**src/rtl/bin_bcd_scan_display.sv**
```systemverilog
// Sequential double-dabble binary-to-BCD converter feeding a multiplexed,
// registered 7-segment scan driver with leading-zero blanking and overflow dashes.
module bin_bcd_scan_display #(
    parameter int DIGITS   = 4,
    parameter int WIDTH    = 14,
    parameter int SCAN_DIV = 1000
) (
    input  logic              clk,
    input  logic              rst_n,
    input  logic              start,
    input  logic [WIDTH-1:0]  bin,
    input  logic              blank_lz,
    output logic              busy,
    output logic              done,
    output logic              ovf,
    output logic [6:0]        seg,
    output logic [DIGITS-1:0] an
);

    // Decimal digits needed for the largest WIDTH-bit value (2^WIDTH - 1).
    function automatic int calc_nbcd(input int w);
        int v;
        int n;
        v = (1 << w) - 1;
        n = 0;
        while (v > 0) begin
            v = v / 10;
            n++;
        end
        return n;
    endfunction

    localparam int NBCD     = calc_nbcd(WIDTH);
    localparam int CNT_W    = $clog2(WIDTH + 1);
    localparam int IDX_W    = (DIGITS > 1) ? $clog2(DIGITS) : 1;
    localparam int PRE_W    = $clog2(SCAN_DIV);

    localparam logic [CNT_W-1:0] CNT_LAST = CNT_W'(WIDTH - 1);
    localparam logic [PRE_W-1:0] PRE_LAST = PRE_W'(SCAN_DIV - 1);
    localparam logic [IDX_W-1:0] IDX_LAST = IDX_W'(DIGITS - 1);

    localparam logic [6:0] SEG_DASH = 7'b0000001;

    typedef enum logic {
        S_IDLE = 1'b0,
        S_CONV = 1'b1
    } state_t;

    function automatic logic [6:0] seg_decode(input logic [3:0] d);
        logic [6:0] s;
        case (d)
            4'd0:    s = 7'b1111110;
            4'd1:    s = 7'b0110000;
            4'd2:    s = 7'b1101101;
            4'd3:    s = 7'b1111001;
            4'd4:    s = 7'b0110011;
            4'd5:    s = 7'b1011011;
            4'd6:    s = 7'b1011111;
            4'd7:    s = 7'b1110000;
            4'd8:    s = 7'b1111111;
            4'd9:    s = 7'b1111011;
            default: s = 7'b0000000;
        endcase
        return s;
    endfunction

    // ------------------------------------------------------------------
    // Converter state
    // ------------------------------------------------------------------
    state_t              state_q, state_d;
    logic [WIDTH-1:0]    bin_sh_q, bin_sh_d;
    logic [4*NBCD-1:0]   bcd_q, bcd_d;
    logic [CNT_W-1:0]    cnt_q, cnt_d;
    logic                blank_lz_q, blank_lz_d;
    logic                done_q, done_d;
    logic                ovf_q, ovf_d;
    logic [4*DIGITS-1:0] disp_q, disp_d;
    logic [DIGITS-1:0]   mask_q, mask_d;

    logic [4*NBCD-1:0]   bcd_adj;
    logic [4*NBCD-1:0]   bcd_shift;
    logic                lost_bit;
    logic [4*DIGITS-1:0] disp_new;
    logic [DIGITS-1:0]   mask_new;
    logic                ovf_new;

    // ------------------------------------------------------------------
    // Scan state
    // ------------------------------------------------------------------
    logic [PRE_W-1:0]    presc_q, presc_d;
    logic [IDX_W-1:0]    idx_q, idx_d;
    logic [6:0]          seg_q, seg_d;
    logic [DIGITS-1:0]   an_q, an_d;
    logic [3:0]          cur_digit;
    logic                cur_blank;

    // Double-dabble correction: every nibble >= 5 gets +3 before the shift.
    for (genvar gi = 0; gi < NBCD; gi++) begin : g_adj
        assign bcd_adj[gi*4 +: 4] = (bcd_q[gi*4 +: 4] >= 4'd5) ?
                                    (bcd_q[gi*4 +: 4] + 4'd3) : bcd_q[gi*4 +: 4];
    end

    assign bcd_shift = {bcd_adj[4*NBCD-2:0], bin_sh_q[WIDTH-1]};
    // Never set with a correctly sized accumulator; folded into ovf so no bit is silently dropped.
    assign lost_bit  = bcd_adj[4*NBCD-1];

    // Displayed digits beyond the accumulator's reach are always zero.
    for (genvar gi = 0; gi < DIGITS; gi++) begin : g_disp
        if (gi < NBCD) begin : g_src
            assign disp_new[gi*4 +: 4] = bcd_shift[gi*4 +: 4];
        end else begin : g_zero
            assign disp_new[gi*4 +: 4] = 4'd0;
        end
    end

    if (NBCD > DIGITS) begin : g_ovf
        assign ovf_new = lost_bit | (|bcd_shift[4*NBCD-1:4*DIGITS]);
    end else begin : g_no_ovf
        assign ovf_new = lost_bit;
    end

    // Walk down from the top digit; blank until the first nonzero digit, never digit 0.
    always_comb begin
        logic seen;
        seen     = 1'b0;
        mask_new = '0;
        for (int i = DIGITS - 1; i >= 1; i--) begin
            if (disp_new[i*4 +: 4] != 4'd0) begin
                seen = 1'b1;
            end
            mask_new[i] = blank_lz_q & ~seen;
        end
    end

    always_comb begin
        state_d    = state_q;
        bin_sh_d   = bin_sh_q;
        bcd_d      = bcd_q;
        cnt_d      = cnt_q;
        blank_lz_d = blank_lz_q;
        done_d     = 1'b0;
        ovf_d      = ovf_q;
        disp_d     = disp_q;
        mask_d     = mask_q;
        case (state_q)
            S_IDLE: begin
                if (start) begin
                    state_d    = S_CONV;
                    bin_sh_d   = bin;
                    bcd_d      = '0;
                    cnt_d      = '0;
                    blank_lz_d = blank_lz;
                end
            end
            S_CONV: begin
                bin_sh_d = {bin_sh_q[WIDTH-2:0], 1'b0};
                bcd_d    = bcd_shift;
                cnt_d    = cnt_q + 1'b1;
                if (cnt_q == CNT_LAST) begin
                    // Final shift: publish value, blank mask and ovf on the done edge.
                    state_d = S_IDLE;
                    done_d  = 1'b1;
                    ovf_d   = ovf_new;
                    disp_d  = disp_new;
                    mask_d  = mask_new;
                end
            end
            default: state_d = S_IDLE;
        endcase
    end

    // Free-running prescaler and digit index, unaffected by conversions.
    always_comb begin
        presc_d = presc_q + 1'b1;
        idx_d   = idx_q;
        if (presc_q == PRE_LAST) begin
            presc_d = '0;
            idx_d   = (idx_q == IDX_LAST) ? '0 : (idx_q + 1'b1);
        end
    end

    always_comb begin
        cur_digit = 4'd0;
        cur_blank = 1'b0;
        for (int i = 0; i < DIGITS; i++) begin
            if (idx_d == IDX_W'(i)) begin
                cur_digit = disp_d[i*4 +: 4];
                cur_blank = mask_d[i];
            end
        end
    end

    // seg is built from next-state values so it always matches the registered display.
    always_comb begin
        if (ovf_d) begin
            seg_d = SEG_DASH;
        end else if (cur_blank) begin
            seg_d = 7'b0000000;
        end else begin
            seg_d = seg_decode(cur_digit);
        end
    end

    if (DIGITS == 1) begin : g_an_single
        assign an_d = 1'b1;
    end else begin : g_an_multi
        for (genvar gi = 0; gi < DIGITS; gi++) begin : g_an
            assign an_d[gi] = (idx_d == IDX_W'(gi));
        end
    end

    always_ff @(posedge clk or negedge rst_n) begin
        if (!rst_n) begin
            state_q    <= S_IDLE;
            bin_sh_q   <= '0;
            bcd_q      <= '0;
            cnt_q      <= '0;
            blank_lz_q <= 1'b0;
            done_q     <= 1'b0;
            ovf_q      <= 1'b0;
            disp_q     <= '0;
            mask_q     <= '0;
        end else begin
            state_q    <= state_d;
            bin_sh_q   <= bin_sh_d;
            bcd_q      <= bcd_d;
            cnt_q      <= cnt_d;
            blank_lz_q <= blank_lz_d;
            done_q     <= done_d;
            ovf_q      <= ovf_d;
            disp_q     <= disp_d;
            mask_q     <= mask_d;
        end
    end

    always_ff @(posedge clk or negedge rst_n) begin
        if (!rst_n) begin
            presc_q <= '0;
            idx_q   <= '0;
            seg_q   <= 7'b1111110;
            an_q    <= DIGITS'(1);
        end else begin
            presc_q <= presc_d;
            idx_q   <= idx_d;
            seg_q   <= seg_d;
            an_q    <= an_d;
        end
    end

    assign busy = (state_q == S_CONV);
    assign done = done_q;
    assign ovf  = ovf_q;
    assign seg  = seg_q;
    assign an   = an_q;

endmodule

```
**config.mk**
```make
export PLATFORM = sky130hd
export DESIGN_NAME = bin_bcd_scan_display
export DESIGN_NICKNAME = d
export VERILOG_FILES = /design/src/rtl/bin_bcd_scan_display.sv
export SDC_FILE = /design/constraint.sdc
export NUM_CORES = 1
export LEC_CHECK = 0
export ABC_AREA = 1
export CAP_MARGIN = 10
export CORE_AREA = 2 2 160 100
export CTS_CLUSTER_SIZE = 14
export DETAILED_ROUTE_END_ITERATION = 10
export DIE_AREA = 0 0 162 102
export GPL_TIMING_DRIVEN = 0
export HOLD_SLACK_MARGIN = 0.05
export SLEW_MARGIN = 20
export SYNTH_ARGS = -nofsm -noshare
export SYNTH_HDL_FRONTEND = slang
export SYNTH_SLANG_ARGS = --single-unit
```
**constraint.sdc**
```tcl
create_clock -name clk -period 4.3 [get_ports clk]
set_input_delay 0.43 -clock clk [delete_from_list [all_inputs] [get_ports clk]]
set_output_delay 0.43 -clock clk [all_outputs]
set_load 0.02 [all_outputs]
```
==> flow_metrics.py <==
metrics = {
    "global_routing": {
        "grt_use_total": 0.133,
        "antenna_found_initial": 0,
        "gr-total-overflow": 0,
        "grt_pass1_vias": 3577,
        "grt_max_degree": 53,
        "grt_pass1_wl_mm": 17.2,
    },
    "sta": {
        "worst_clock_skew_ps": 6.90,
        "worst_slack_ps": 1530,
        "worstMarginPinSlew_ps": 634,
        "hold_ws_ps": 48.8,
        "timing.final.crit_share": 0.644,
        "period_minus_slack_ps": 2770,
        "final-setup-viol-count": 0,
        "drv_slew": 0,
        "hold_viol": 0,
        "rsz0062_at_grt": "false",
        "max_freq_mhz": 361,
        "max-slew-margin-rel": 0.577,
    },
    "yosys": {
        "synth_nets": 556,
        "syn_area_sq_um": 4420,
        "netlist.top_cell.by_area": "dfrtp_1",
        "async_flop_share": 1.00,
        "synth_top_cells_by_area": "dfrtp_1, nand2_1, ha_1",
        "synth.yosys.seq_area_share": 0.483,
        "ys.flop_type": "dfrtp_1",
        "synth.avg_cell_area_sq_um": 8.52,
        "synth_edf_count": 0,
        "yosysWarnings": 0,
        "synth_cell_type_count": 39,
        "yosysTopAreaCellShare": 0.442,
        "ys_ff_latch": 85,
        "postSynthCellCount": 519,
    },
    "setup_path": {
        "r2r_end": "seg[6]",
        "critical_path.reg2reg.startpoint": "bcd_q[8]",
        "path_max_fanout": 5,
        "critPathArrivalTime_ps": 3040,
        "critPathKind": "flip-flop to flip-flop",
        "start_kind": "flip-flop",
        "worstRegToRegCells": 15,
        "crit_end": "seg[6]",
        "rrSetupSlack_ps": 1530,
        "worstSetupEndpointType": "flip-flop",
        "crit_start": "bcd_q[8]",
        "cp.required_ps": 4570,
    },
    "clock_tree": {
        "cts-buffers-inserted": 9,
        "clk_pin_slew_ps": 60,
        "cts.sinks": 85,
        "cts_hold_buf": 0,
        "cts_setup_buffers": 0,
        "cts_tree": "built",
        "cts_buffer_depth": 2,
        "root_buffer": "clkbuf_16",
        "htree_num_levels": 3,
        "cts-resized-gates": 0,
        "clk_latency_ps": 340,
    },
    "routing": {
        "ant_nets": 0,
        "route.detailed.drc": 0,
        "dr.pass1.iters": 5,
        "wl_per_cell_um": 13.3,
        "vias": 3571,
        "drt_wl_total_mm": 10.2,
        "vias_per_cell": 4.64,
        "drt_iter0_drc": 178,
    },
    "layout": {
        "layout_common_cells": "nand2_1, dfrtp_1, inv_1, nand3_1, clkdlybuf4s50_1",
        "final_common_cell": "nand2_1",
        "fill_cells": 1536,
        "finalInstanceArea_sq_um": 5330,
        "multi_input_area_sq_um": 1950,
        "antennaDiodeCount": 0,
        "final_cells": 770,
        "finalNetCount": 599,
        "drive_above_1_share": 0.146,
        "regArea_sq_um": 2140,
        "area_delta_synth_final_pct": 20.7,
    },
    "power": {
        "ir_drop_mv": 0.250,
        "power_density_nw_per_um2": 709,
        "cellLeakagePower_nw": 2.55,
    },
    "place": {
        "place_congestion": 0.792,
        "placed_area_sq_um": 5010,
        "hpwl_mm": 7.71,
        "dp_cells": 754,
        "preCtsSetupSlack_ps": 1540,
        "portBuffers": 31,
    },
    "floorplan": {
        "die_w_um": 162,
        "core_area_sq_um": 15000,
        "dieArea_sq_um": 16500,
        "initial_utilization": 0.295,
        "rows": 35,
        "dieHeight_um": 102,
        "io_pins": 32,
    },
    "status": {
        "status": "completed",
    },
    "worst_hold_path": {
        "hold_path.class": "input port to async pin",
    },
    "job": {
        "drv_cap": 0,
    },
}
## stage by stage
| step | util | power [mW] | TNS (ps) |
|---|---|---|---|
| after CTS | 0.356 | 3.80 | 0 |
| after global placement | 0.333 | 2.85 | -28520 |
| after detailed placement | 0.335 | 2.93 | 0 |
| final | 0.356 | 3.78 | 0 |
| after global routing | 0.356 | 4.08 | 0 |
| after floorplan | - | 2.45 | 0 |
## cells by family after synthesis
group,after synthesis,share of synthesized area
adders and majority gates,19,0.0538
and+or+nand+nor,262,0.287
xor gates and xnor gates,4,0.00792
DFF,85,0.483
AOI/OAI and AO/OA,67,0.0931
buffers and inverters,82,0.0753
## metal layers
layer / vias to the layer above / share of wire / global-route usage
li1: 1761 / - / -
met1: 1701 / 0.52 / 0.187
met2: 93 / 0.41 / 0.204
met3: 16 / 0.050 / 0.0349
met4: 0 / 0.013 / 0.0408
met5: - / 0 / 0
## area by class of cell
class	instances	share of cell area
Clock buffer	9	0.0422
Buffer	12	0.0129
Clock inverter	7	0.0185
Sequential cell	85	0.400
Multi-Input combinational cell	352	0.366
Inverter	70	0.0495
Tap cell	203	0.0476
Timing Repair Buffer	32	0.0629
## cell usage after synthesis, drive strengths merged, types with 2 or more instances
cell    instances
a21boi          2
a21oi           7
a22oi           3
buf             6
clkbuf          6
clkinv          2
dfrtp          78
dfstp           7
ha             19
inv            68
nand2         158
nand3          39
nand4          10
nor2           42
nor3            3
o211ai          3
o21ai          25
o221ai          6
o22ai          19
or2             9
xor2            4
## worst max-delay path: stages (launching register included)
cell     delay [ps]
dfrtp_1         420
inv_1           160
ha_1            210
nand2_1          60
nand2_1         140
nor2_1           80
nor2_1          240
nand2_1          80
nand2_1          90
nor2_1           50
nor2_1          330
inv_1           120
ha_1            200
o21ai_0         310
nor2_1           90
nor2_2          140
## state kept, by name (all words and copies together) (netlist names)
signal,count
idx_q,2
mask_q,4
presc_q,10
cnt_q,4
seg,7
bin_sh_q,14
blank_lz_q,1
ovf,1
an,4
done,1
disp_q,16
bcd_q,20
busy,1
## power by group
part	leakage (nW)	total [mW]	switching [mW]	internal, mW
registers	1.05	1.25	0.144	1.10
logic	1.36	1.69	1.10	0.598
clock network	0.144	0.841	0.330	0.511
## how the worst min path moves through the flow
| stage | from | endpoint | cells past startpoint | slack [ps] |
|---|---|---|---|---|
| floorplan | rst_n | an[1] | 0 | 130 |
| global placement | mask_q[0] | mask_q[0] | 2 | 440 |
| detailed placement | rst_n | blank_lz_q | 1 | 430 |
| CTS | rst_n | bin_sh_q[1] | 1 | 60 |
| global route | rst_n | blank_lz_q | 1 | 80 |
| finish | rst_n | blank_lz_q | 1 | 50 |
No activity file was read; power rests on OpenSTA's default activity.
